--- config.mk ---
export PLATFORM = sky130hd
export DESIGN_NAME = imm_gen_pipe
export DESIGN_NICKNAME = d
export VERILOG_FILES = /design/src/rtl/imm_gen_pipe_pkg.sv /design/src/rtl/imm_gen_pipe_decode.sv /design/src/rtl/imm_gen_pipe.sv
export SDC_FILE = /design/constraint.sdc
export NUM_CORES = 1
export LEC_CHECK = 0
export CAP_MARGIN = 20
export CORE_UTILIZATION = 45
export DETAILED_ROUTE_END_ITERATION = 16
export PLACE_DENSITY = 0.83
export SLEW_MARGIN = 0
export SYNTH_ARGS = -nofsm -noshare
export SYNTH_HDL_FRONTEND = slang
export SYNTH_SLANG_ARGS = --single-unit
--- constraint.sdc ---
create_clock -name clk -period 2.7 [get_ports clk]
set_clock_uncertainty 0.15 [all_clocks]
set_input_delay 0.54 -clock clk [delete_from_list [all_inputs] [get_ports clk]]
set_output_delay 0.54 -clock clk [all_outputs]
set_load 0.03 [all_outputs]
--- src/rtl/imm_gen_pipe_pkg.sv ---
// Purpose: shared opcode constants and immediate format class for the decode-stage immediate generator.
// Latency: n/a (types and constants only).
// Backpressure: n/a.
package imm_pkg;

    localparam logic [6:0] OP_IMM = 7'b0010011;
    localparam logic [6:0] LOAD   = 7'b0000011;
    localparam logic [6:0] JALR   = 7'b1100111;
    localparam logic [6:0] STORE  = 7'b0100011;
    localparam logic [6:0] BRANCH = 7'b1100011;
    localparam logic [6:0] LUI    = 7'b0110111;
    localparam logic [6:0] AUIPC  = 7'b0010111;
    localparam logic [6:0] JAL    = 7'b1101111;
    localparam logic [6:0] SYSTEM = 7'b1110011;
    localparam logic [6:0] OP     = 7'b0110011;

    typedef enum logic [2:0] {
        NONE = 3'd0,
        I    = 3'd1,
        S    = 3'd2,
        B    = 3'd3,
        U    = 3'd4,
        J    = 3'd5,
        Z    = 3'd6
    } imm_fmt_t;

endpackage

--- src/rtl/imm_gen_pipe_decode.sv ---
// Purpose: combinational immediate extraction and format classification from one instruction word.
// Latency: 0 cycles.
// Backpressure: none (pure function of inst).
module imm_decode
    import imm_pkg::*;
#(
    parameter int XLEN    = 32,
    parameter bit ZIMM_EN = 1'b1
) (
    input  logic [31:0]     inst,
    output logic [XLEN-1:0] imm,
    output logic [2:0]      imm_fmt,
    output logic            illegal
);

    logic [31:0] raw;
    imm_fmt_t    fmt;

    always_comb begin
        raw     = '0;
        fmt     = NONE;
        illegal = 1'b0;
        case (inst[6:0])
            OP_IMM, LOAD, JALR: begin
                fmt = I;
                raw = {{20{inst[31]}}, inst[31:20]};
            end
            STORE: begin
                fmt = S;
                raw = {{20{inst[31]}}, inst[31:25], inst[11:7]};
            end
            BRANCH: begin
                fmt = B;
                raw = {{19{inst[31]}}, inst[31], inst[7], inst[30:25], inst[11:8], 1'b0};
            end
            LUI, AUIPC: begin
                fmt = U;
                raw = {inst[31:12], 12'b0};
            end
            JAL: begin
                fmt = J;
                raw = {{11{inst[31]}}, inst[31], inst[19:12], inst[20], inst[30:21], 1'b0};
            end
            SYSTEM: begin
                if (ZIMM_EN && inst[14]) begin
                    fmt = Z;
                    raw = {27'b0, inst[19:15]};
                end
            end
            OP: begin
                fmt = NONE;
            end
            default: begin
                illegal = 1'b1;
            end
        endcase
    end

    // zimm has bit 31 clear, so one sign-extending widen serves every format
    assign imm     = XLEN'(signed'(raw));
    assign imm_fmt = fmt;

endmodule

--- src/rtl/imm_gen_pipe.sv ---
// Purpose: registered immediate generator with a 2-entry (output + skid) valid/ready pipeline.
// Latency: 1 cycle from accept to out_valid when the output register is free or draining.
// Backpressure: in_ready is registered and drops the cycle after the skid entry fills.
module imm_gen_pipe
    import imm_pkg::*;
#(
    parameter int XLEN    = 32,
    parameter int TAG_W   = 32,
    parameter bit ZIMM_EN = 1'b1
) (
    input  logic             clk,
    input  logic             reset,
    input  logic             flush,
    input  logic             in_valid,
    output logic             in_ready,
    input  logic [31:0]      inst,
    input  logic [TAG_W-1:0] in_tag,
    output logic             out_valid,
    input  logic             out_ready,
    output logic [XLEN-1:0]  imm,
    output logic [2:0]       imm_fmt,
    output logic             illegal,
    output logic [TAG_W-1:0] out_tag
);

    logic             skid_vld;
    logic [31:0]      skid_inst;
    logic [TAG_W-1:0] skid_tag;

    logic             take_in;
    logic             load_out;
    logic [31:0]      src_inst;
    logic [TAG_W-1:0] src_tag;
    logic [XLEN-1:0]  dec_imm;
    logic [2:0]       dec_fmt;
    logic             dec_illegal;

    assign in_ready = ~skid_vld;
    assign take_in  = in_valid & ~skid_vld;
    assign load_out = ~out_valid | out_ready;

    // skid holds the older entry, so it always wins the output register
    assign src_inst = skid_vld ? skid_inst : inst;
    assign src_tag  = skid_vld ? skid_tag  : in_tag;

    imm_decode #(
        .XLEN    (XLEN),
        .ZIMM_EN (ZIMM_EN)
    ) u_decode (
        .inst    (src_inst),
        .imm     (dec_imm),
        .imm_fmt (dec_fmt),
        .illegal (dec_illegal)
    );

    always_ff @(posedge clk) begin
        if (reset || flush) begin
            out_valid <= 1'b0;
            skid_vld  <= 1'b0;
            skid_inst <= '0;
            skid_tag  <= '0;
            imm       <= '0;
            imm_fmt   <= NONE;
            illegal   <= 1'b0;
            out_tag   <= '0;
        end else if (load_out) begin
            out_valid <= skid_vld | take_in;
            skid_vld  <= 1'b0;
            if (skid_vld || take_in) begin
                imm     <= dec_imm;
                imm_fmt <= dec_fmt;
                illegal <= dec_illegal;
                out_tag <= src_tag;
            end
        end else if (take_in) begin
            skid_vld  <= 1'b1;
            skid_inst <= inst;
            skid_tag  <= in_tag;
        end
    end

endmodule

Yosys cells after proc, flatten, opt, wreduce, memory -nomap -nowiden
Index checks and enable logic that the tools add are counted.
- memory bits (read-only): 0
- register bits: 134
- input port bits: 69
- logic and storage cells: 39
- bits in writable memories: 0
- memories kept: 0
- bits in latches: 0
- output and inout port bits: 70
- reductions and logical operators: 8
- equality and inequality tests: 10
- bitwise gates (word level): 6
- multipliers: 0
- div/mod/pow operators: 0
- mux-type cells: 7
- add/subtract/negate cells: 0
- shift-type cells: 0
- $lt $le $gt $ge: 0
- operator list (kind ; number):
    one-hot mux 32 bit (6 select lines) ; 1
    2-to-1 mux 32 bit ; 2
    equality test 7 bit (second input constant) ; 4
    equality test 7 x 6 -> 1 bit (second input constant) ; 3
    one-hot mux 3 bit (6 select lines) ; 1
    equality test 7 x 5 -> 1 bit (second input constant) ; 2
    OR reduction 10 bit ; 1
    equality test 7 x 2 -> 1 bit (second input constant) ; 1
    2-to-1 mux 5 bit ; 1
    AND reduction 2 bit ; 2
    OR reduction 2 bit ; 2
    2-to-1 mux 3 bit ; 1
    inverter 1 bit ; 3
    OR reduction 3 bit ; 1
    logical OR 1 bit ; 2
    OR 1 bit ; 2
    bitwise AND 1 bit ; 1
    2-to-1 mux 1 bit ; 1

Logic depth before layout (Yosys ltp)
Gate-level depths: netlist of run 1.
- word-level depth: 4
- gate-level depth with buffers: 9
- mapped depth without buffers: 6

Cells and area by module
A second synthesis of run 1 with hierarchy kept.
- cell total of the unflattened synthesis: 727
- area total of the unflattened synthesis: 6145.9 µm²
- modules (own cells, without submodules) (module ; area an instance (µm²) ; instances ; cells each ; sequential area each (µm²)):
    imm_gen_pipe ; 5546.6 ; 1 ; 637 ; 2682.6
    imm_decode ; 599.3 ; 1 ; 90 ; 0.0

Worst setup path before layout of run 1
OpenSTA, ideal clock, no wires.
- path type: input-to-reg
- from: input inst[2]
- to: register imm[14]
- path buffers: 2
- required time: 2433 ps
- arrival time: 1992 ps
- stages: 8
- setup time: 117 ps
- slack: 442 ps
- path through: mux2_2 o211ai_2 or2_1 nand2_1 buf_6 o311a_4 buf_6 a22o_1
- cells in the longest elaborated chain, start to end: 4
- elaborated cells between the ends (all ways): 13
- classes of those cells: eq/ne (9); mux (2); reduce/logical (2)
- ends and longest elaborated chain (element ; RTL line ; text):
    start: declaration ; imm_gen_pipe.sv:16 ; input logic [31:0] inst,
    2-to-1 mux 32 bit (*) ; imm_gen_pipe.sv:43 ; assign src_inst = skid_vld ? skid_inst : inst;
    equality test 7 x 5 -> 1 bit, or another cell as far along ; imm_gen_pipe_decode.sv:23 ; case (inst[6:0])
    OR reduction 3 bit or OR reduction 2 bit (tied branches) ; imm_gen_pipe_decode.sv:23 ;
    one-hot mux 32 bit (6 select lines) (*) ; imm_gen_pipe_decode.sv:23 ;
    end signal: assignment ; imm_gen_pipe.sv:70 ; imm <= dec_imm;
    end: declaration ; imm_gen_pipe.sv:20 ; output logic [XLEN-1:0] imm,
Mark *: on every way between the ends. The rest lies on a longest branch, timed or not.
A chain may end at the register's enable or synchronous reset.

Worst setup path in the final report of run 1
- from: register skid_vld
- to: output in_ready
- cells in the longest elaborated chain, start to end: 1
- ends and longest elaborated chain (element ; RTL line ; text):
    start: declaration ; imm_gen_pipe.sv:26 ; logic skid_vld;
    start signal: assignment ; imm_gen_pipe.sv:59 ; skid_vld <= 1'b0;
    start signal: assignment ; imm_gen_pipe.sv:68 ; skid_vld <= 1'b0;
    start signal: assignment ; imm_gen_pipe.sv:76 ; skid_vld <= 1'b1;
    inverter 1 bit ; imm_gen_pipe.sv:38 ; assign in_ready = ~skid_vld;
    end: declaration ; imm_gen_pipe.sv:15 ; output logic in_ready,
No other way between the ends.

==> metrics.yaml, run 1 <==
switching_share_pct: 21.6
clock_sinks: 134
post_synth_num_cell_types: 44
p_leak_nw: 2.68
whs_ps: 303
antenna_found_initial: 1
final_cell_area_mm2: 0.00794
worst_ep_arrival_time_ps: 1780
synth_edf_count: 0
multi_input_area_mm2: 0.00273
synthCells: 662
finish.utilization_pct: 65.5
gp_congestion: 0.897
grt_max_degree: 58
crit_start: "skid_vld"
final_net_count: 868
ys_async_sr_fraction_pct: 0
htree_levels: 4
via_count: 5388
finalSetupViolCount: 0
synthToLayoutAreaGrowth_pct: 41.1
power.share.sequential_pct: 40.9
internal-power_mw: 3.88
n_fill_cell: 990
cp_max_fo: 26
switchingPower_mw: 1.07
clock_latency_ps: 420
r2r-start: "skid_vld"
initial_core_util_pct: 46.4
crit_type: "reg2out"
drt_first_pass_iters: 5
max_freq_mhz: 405
wl_per_cell_um: 16.4
first_iter_violations: 308
grt_pass1_wl_um: 26000
cts_tree: "built"
outcome: "finished, final reports clean"
drv_slew: 0
cp-start-kind: "flop"
endpoint: "in_ready"
core_mm2: 0.0121
drive_gt1_share_pct: 10.7
layout_commonest_cell: "nand2_1"
maxCapViolations: 0
n_antenna_cell: 0
postCtsHoldBufs: 0
portBuffers: 138
rr_worst_depth: 7
hold_class: "reg2reg"
finalCritPeriodShare_pct: 91.5
drtAntennaViolNets: 0
crit_path_end_kind: "output port"
cp.required_ps: 2010
post-dp-hpwl_um: 11000
min_period_ps: 2470
rr_endpoint: "illegal"
worst_pin_slew_ps: 563
ys_seq_area_share_pct: 47.7
row_count: 40
ys_seq_elements: 134
powerDensity_mw_per_mm2: 623
synth_nets: 731
dpl_cell_area_mm2: 0.00729
pin_count: 139
drc: 0
rsz0062_at_grt: "no"
pwr-share-clk_pct: 50.0
finalPower_mw: 4.95
root_buffer: "clkbuf_16"
slew_headroom_pct: 62.1
clk_pin_slew_ps: 60
seq_area_mm2: 0.00269
yosysWarnings: 0
syn_area_mm2: 0.00562
routed_wl_um: 16100
avgSynthCellArea_um2: 8.50
grt-ovfl-total: 0
clockBufferDepth: 2
fp.dieArea_mm2: 0.0129
final_cell_mix: "nand2_1 (161), clkdlybuf4s50_1 (138), dfxtp_1 (133), a21oi_1 (89), mux2i_1 (47)"
grt_util_all_layers_pct: 25.7
cts_resized: 0
cts_buffers: 17
viasPerCell: 5.50
first_global_vias: 5388
finalHoldViolCount: 0
dieWidth_um: 114
power_frac_comb_pct: 9.0
synth-main-ff-cell: "dfxtp_1"
reg2reg_slack_ps: 330
post_cts_buffers: 0
max-vdd-ir-drop_uv: 503
die_y_um: 114
-- through the flow --
step | setup TNS (ps) | instances | worst slack (ps)
6_report | 0 | 979 | 229
4_1_cts | 0 | 979 | 225
3_5_place_dp | -183 | 948 | -57.2
5_1_grt | 0 | 979 | 141
3_3_place_gp | -38.1 | 948 | -38.1
2_1_floorplan | 0 | 662 | 442
-- flip-flops by register name (all words and copies together), names as in the netlist --
register,cells
imm,32
out_tag,32
skid_inst,32
skid_tag,32
imm_fmt,3
illegal,1
out_valid,1
skid_vld,1
-- logic make-up (layout without fill, tap and decap cells) --
family	Yosys count	after routing	share of synthesized area, %
buffers and inverters	53	202	4.12
AND/OR/NAND/NOR	235	235	17.4
multiplexers	61	61	11.2
AO/OA/AOI/OAI	179	179	19.6
flip-flops	134	134	47.7
-- layout make-up --
type	count	share of cell area (%)
clock buffers	22	6.24
clock inverters	9	1.83
inverters	2	0.0946
multi-input cells	475	34.4
flip-flops and latches	134	33.9
well taps	168	2.65
repair buffers	169	21.0
-- synth_stat cells (all sizes together) (2+ instances only) --
cell type / n / area, um2
o221ai: 5 / 43.8
a21oi: 89 / 445
a32oi: 2 / 17.5
and3: 2 / 12.5
a22o: 15 / 131
o21ai: 26 / 134
nor2: 41 / 156
nor3: 6 / 35.0
a211oi: 35 / 263
nor3b: 2 / 20.0
clkbuf: 27 / 101
inv: 2 / 7.51
mux2i: 47 / 470
nor2b: 2 / 12.5
dfxtp: 134 / 2680
or2: 4 / 27.5
mux2: 14 / 158
nand3: 8 / 40.0
buf: 24 / 123
nand2: 161 / 604
-- worst min path at each step --
stage	from	endpoint	slack, ps	depth (start not counted)
after floorplan	skid_inst[20]	skid_inst[20]	280	2
after global placement	skid_inst[20]	skid_inst[20]	290	2
after detailed placement	skid_tag[15]	skid_tag[15]	300	2
after CTS	skid_tag[25]	skid_tag[25]	310	2
after global routing	skid_inst[8]	skid_inst[8]	320	2
final	skid_inst[11]	skid_inst[11]	300	2
-- worst max-delay path, cell delays in order, from the launching register on --
cell             delay [ps]
dfxtp_4                 540
inv_1                   190
clkdlybuf4s50_1         630
-- layer usage --
metal | GRT usage (%) | share of wire [%] | vias up
li1 | - | - | 2585
met1 | 29.6 | 41 | 2594
met2 | 44.0 | 50 | 171
met3 | 7.55 | 5.8 | 36
met4 | 11.9 | 2.6 | 2
met5 | 0 | 0.062 | -
-- power groups by stage --
stage               combinational (mW)  clock, mW  sequential (mW)
floorplan                        0.163          0             2.11
global placement                 0.431          0             2.07
detailed placement               0.441          0             2.07
CTS                              0.446       2.51             2.02
global route                     0.477       2.60             2.03
finish                           0.447       2.47             2.02
Note: power is estimated with default switching activity, not from simulation.
==> inputs of run 2 (changes only) <==
--- a/config.mk
+++ b/config.mk
@@ -6,6 +6,7 @@
 export NUM_CORES = 1
 export LEC_CHECK = 0
 export CAP_MARGIN = 20
+export CORE_MARGIN = 5
 export CORE_UTILIZATION = 45
 export DETAILED_ROUTE_END_ITERATION = 16
 export PLACE_DENSITY = 0.83
==> run 2 against run 1 <==
  * Global-route usage fell by 4.0 points
  * Flip-flop and latch count did not move
  * Critical path depth did not move
  * Via count fell by 1.6%
  * Combinational power fell by 2%
  * Non-clock buffer count fell by 4
  * Clock power fell by 23%
  * Die area rose by 15%
  * Register-to-register slack barely moved
  * Sequential share of layout area rose by 0.91 points
  * Sequential power barely moved
  * Total power fell by 11%
  * Critical endpoint unchanged
  * Largest cell class unchanged
==> metrics.yaml, run 2 (synthesis gave the netlist of run 1 again) <==
drtAntennaViolNets: 0  # unchanged
post_cts_buffers: 0  # unchanged
switchingPower_uw: 982  # -8.2%
max_freq_mhz: 411  # +1.7%
row_count: 40  # unchanged
finalHoldViolCount: 0  # unchanged
slowest_stage: "clkdlybuf4s50_1"
placed_cells: 944  # -0.42%
first_iter_violations: 296  # -3.9%
n_antenna_cell: 0  # unchanged
worst_ep_arrival_time_ps: 1740  # -40 ps
routed_wl_um: 15700  # -2.5%
wl_per_cell_um: 16.2  # -1.5%
gp_congestion: 0.923  # +2.8%
p_leak_nw: 2.57  # -4.2%
holdCritStartpoint: "skid_inst[20]"
antenna_found_initial: 0  # -1
portBuffers: 138  # unchanged
rr_endpoint: "imm[17]"
rsz0062_at_grt: "no"
final_cell_mix: "nand2_1 (161), clkdlybuf4s50_1 (138), dfxtp_1 (133), a21oi_1 (89), mux2i_1 (47)"
die_y_um: 122  # +7.0%
max-vdd-ir-drop_uv: 393  # -22%
r2r-start: "skid_vld"
switching_share_pct: 22.4  # +0.81 points
crit_path_end_kind: "output port"
drive_gt1_share_pct: 8.99  # -1.7 points
synthToLayoutAreaGrowth_pct: 37.4
finalSetupViolCount: 0  # unchanged
cpPeakStageDelay_ps: 730  # +100 ps
internal-power_mw: 3.40  # -12%
holdPathEnd: "skid_inst[20]"
clk_pin_slew_ps: 50  # about the same
drv_slew: 0  # unchanged
reg2reg_slack_ps: 320  # about the same
powerDensity_mw_per_mm2: 567  # -9.1%
fp.dieArea_mm2: 0.0148  # +15%
initial_core_util_pct: 46.4  # unchanged
viasPerCell: 5.47  # -0.54%
worst_pin_slew_ps: 1020  # +454 ps
pin_count: 139  # unchanged
core_mm2: 0.0121  # unchanged
maxCapViolations: 0  # unchanged
grt-ovfl-total: 0  # unchanged
crit_buf_inv: 2  # unchanged
slew_headroom_pct: 32.1  # -30 points
crit_chain: "inv_1, clkdlybuf4s50_1"
clock_latency_ps: 410  # about the same
postCtsHoldBufs: 0  # unchanged
crit_start: "skid_vld"
cts_tree: "built"
grt_util_all_layers_pct: 21.7  # -4.0 points
cp.required_ps: 2010  # about the same
outcome: "finished, final reports clean"
pwr-share-clk_pct: 43.7  # -6.3 points
finalCritPeriodShare_pct: 90.0  # -1.5 points
layout.cells.non_filler: 969  # -1.0%
hold_class: "reg2reg"
final_net_count: 864  # -0.46%
worst_path_dominant_cell_family: "buffers and inverters"
power.share.sequential_pct: 46.3  # +5.4 points
grt_pass1_wl_um: 25700  # -1.0%
min_period_ps: 2430  # -40.6 ps
drc: 0  # unchanged
power_frac_comb_pct: 10.0  # +1.0 points
cp_max_fo: 21  # -19%
drt_first_pass_iters: 6  # +1
grt_max_degree: 108  # +86%
post-dp-hpwl_um: 11100  # +1.2%
via_count: 5304  # -1.6%
cp-start-kind: "flop"
crit_type: "reg2out"
holdPathStages: 2  # unchanged
clockBufferDepth: 2  # unchanged
rr_worst_depth: 7  # unchanged
dieWidth_um: 122  # +7.0%
layout_commonest_cell: "nand2_1"
cts_buffers: 17  # unchanged
clock_sinks: 134  # unchanged
cts_resized: 0  # unchanged
root_buffer: "clkbuf_16"
first_global_vias: 5331  # -1.1%
htree_levels: 4  # unchanged
finish.utilization_pct: 63.8  # -1.7 points
run 2: changes by cell type in the layout (fill, tap and decap cells not counted):
cell,before,now
buf_12,4,3
buf_4,27,24
bufinv_16,4,0
clkbuf_1,1,6
clkbuf_16,18,17
clkbuf_8,3,2
clkinv_2,5,0
run 2: area by class of cell:
type,instances,area (um2)
Fill cell,1034,4380
Timing Repair Buffer,165,1620
Multi-Input combinational cell,475,2730
Clock buffer,25,475
Inverter,2,7.51
Tap cell,168,210
Sequential cell,134,2690
run 2: stage by stage:
step	TNS, ps	power [mW]	setup slack, ps	hold slack (ps)	instance area [um2]
finish	0	4.38	269	300	7730
global route	0	4.55	171	317	7730
CTS	0	4.41	251	303	7730
detailed placement	-404	2.50	-45.7	294	7250
global placement	0	2.49	5.86	288	7250
floorplan	0	2.27	442	283	5620
run 2: power groups by stage:
stage          Sequential [mW]  Combinational (mW)  Clock (mW)
2_1_floorplan             2.11               0.163           0
3_3_place_gp              2.07               0.426           0
3_5_place_dp              2.07               0.434           0
4_1_cts                   2.03               0.438        1.95
5_1_grt                   2.03               0.471        2.05
6_report                  2.03               0.438        1.91
run 2: worst reg2reg max path: stages (launching register included):
cell      delay, ps
dfxtp_4         500
buf_4           260
nand4b_1        130
and2_1          210
nor4_1          390
buf_4           200
o311a_4         290
a22o_1          170
run 2: metal layers:
metal,global-route usage [%],part of all wire [%],vias to the layer above
met5,0,0,-
met2,36.3,49,199
li1,-,-,2570
met3,7.85,7.7,36
met4,9.59,2.7,0
met1,24.8,40,2499
run 2: worst max path at each step:
stage                     endpoint  slack (ps)  depth (start not counted)
after floorplan            imm[14]         440                          8
after global placement     imm[28]           6                          8
after detailed placement   imm[18]         -50                          7
after CTS                 in_ready         250                          2
after global routing       imm[28]         170                          6
final                     in_ready         270                          2
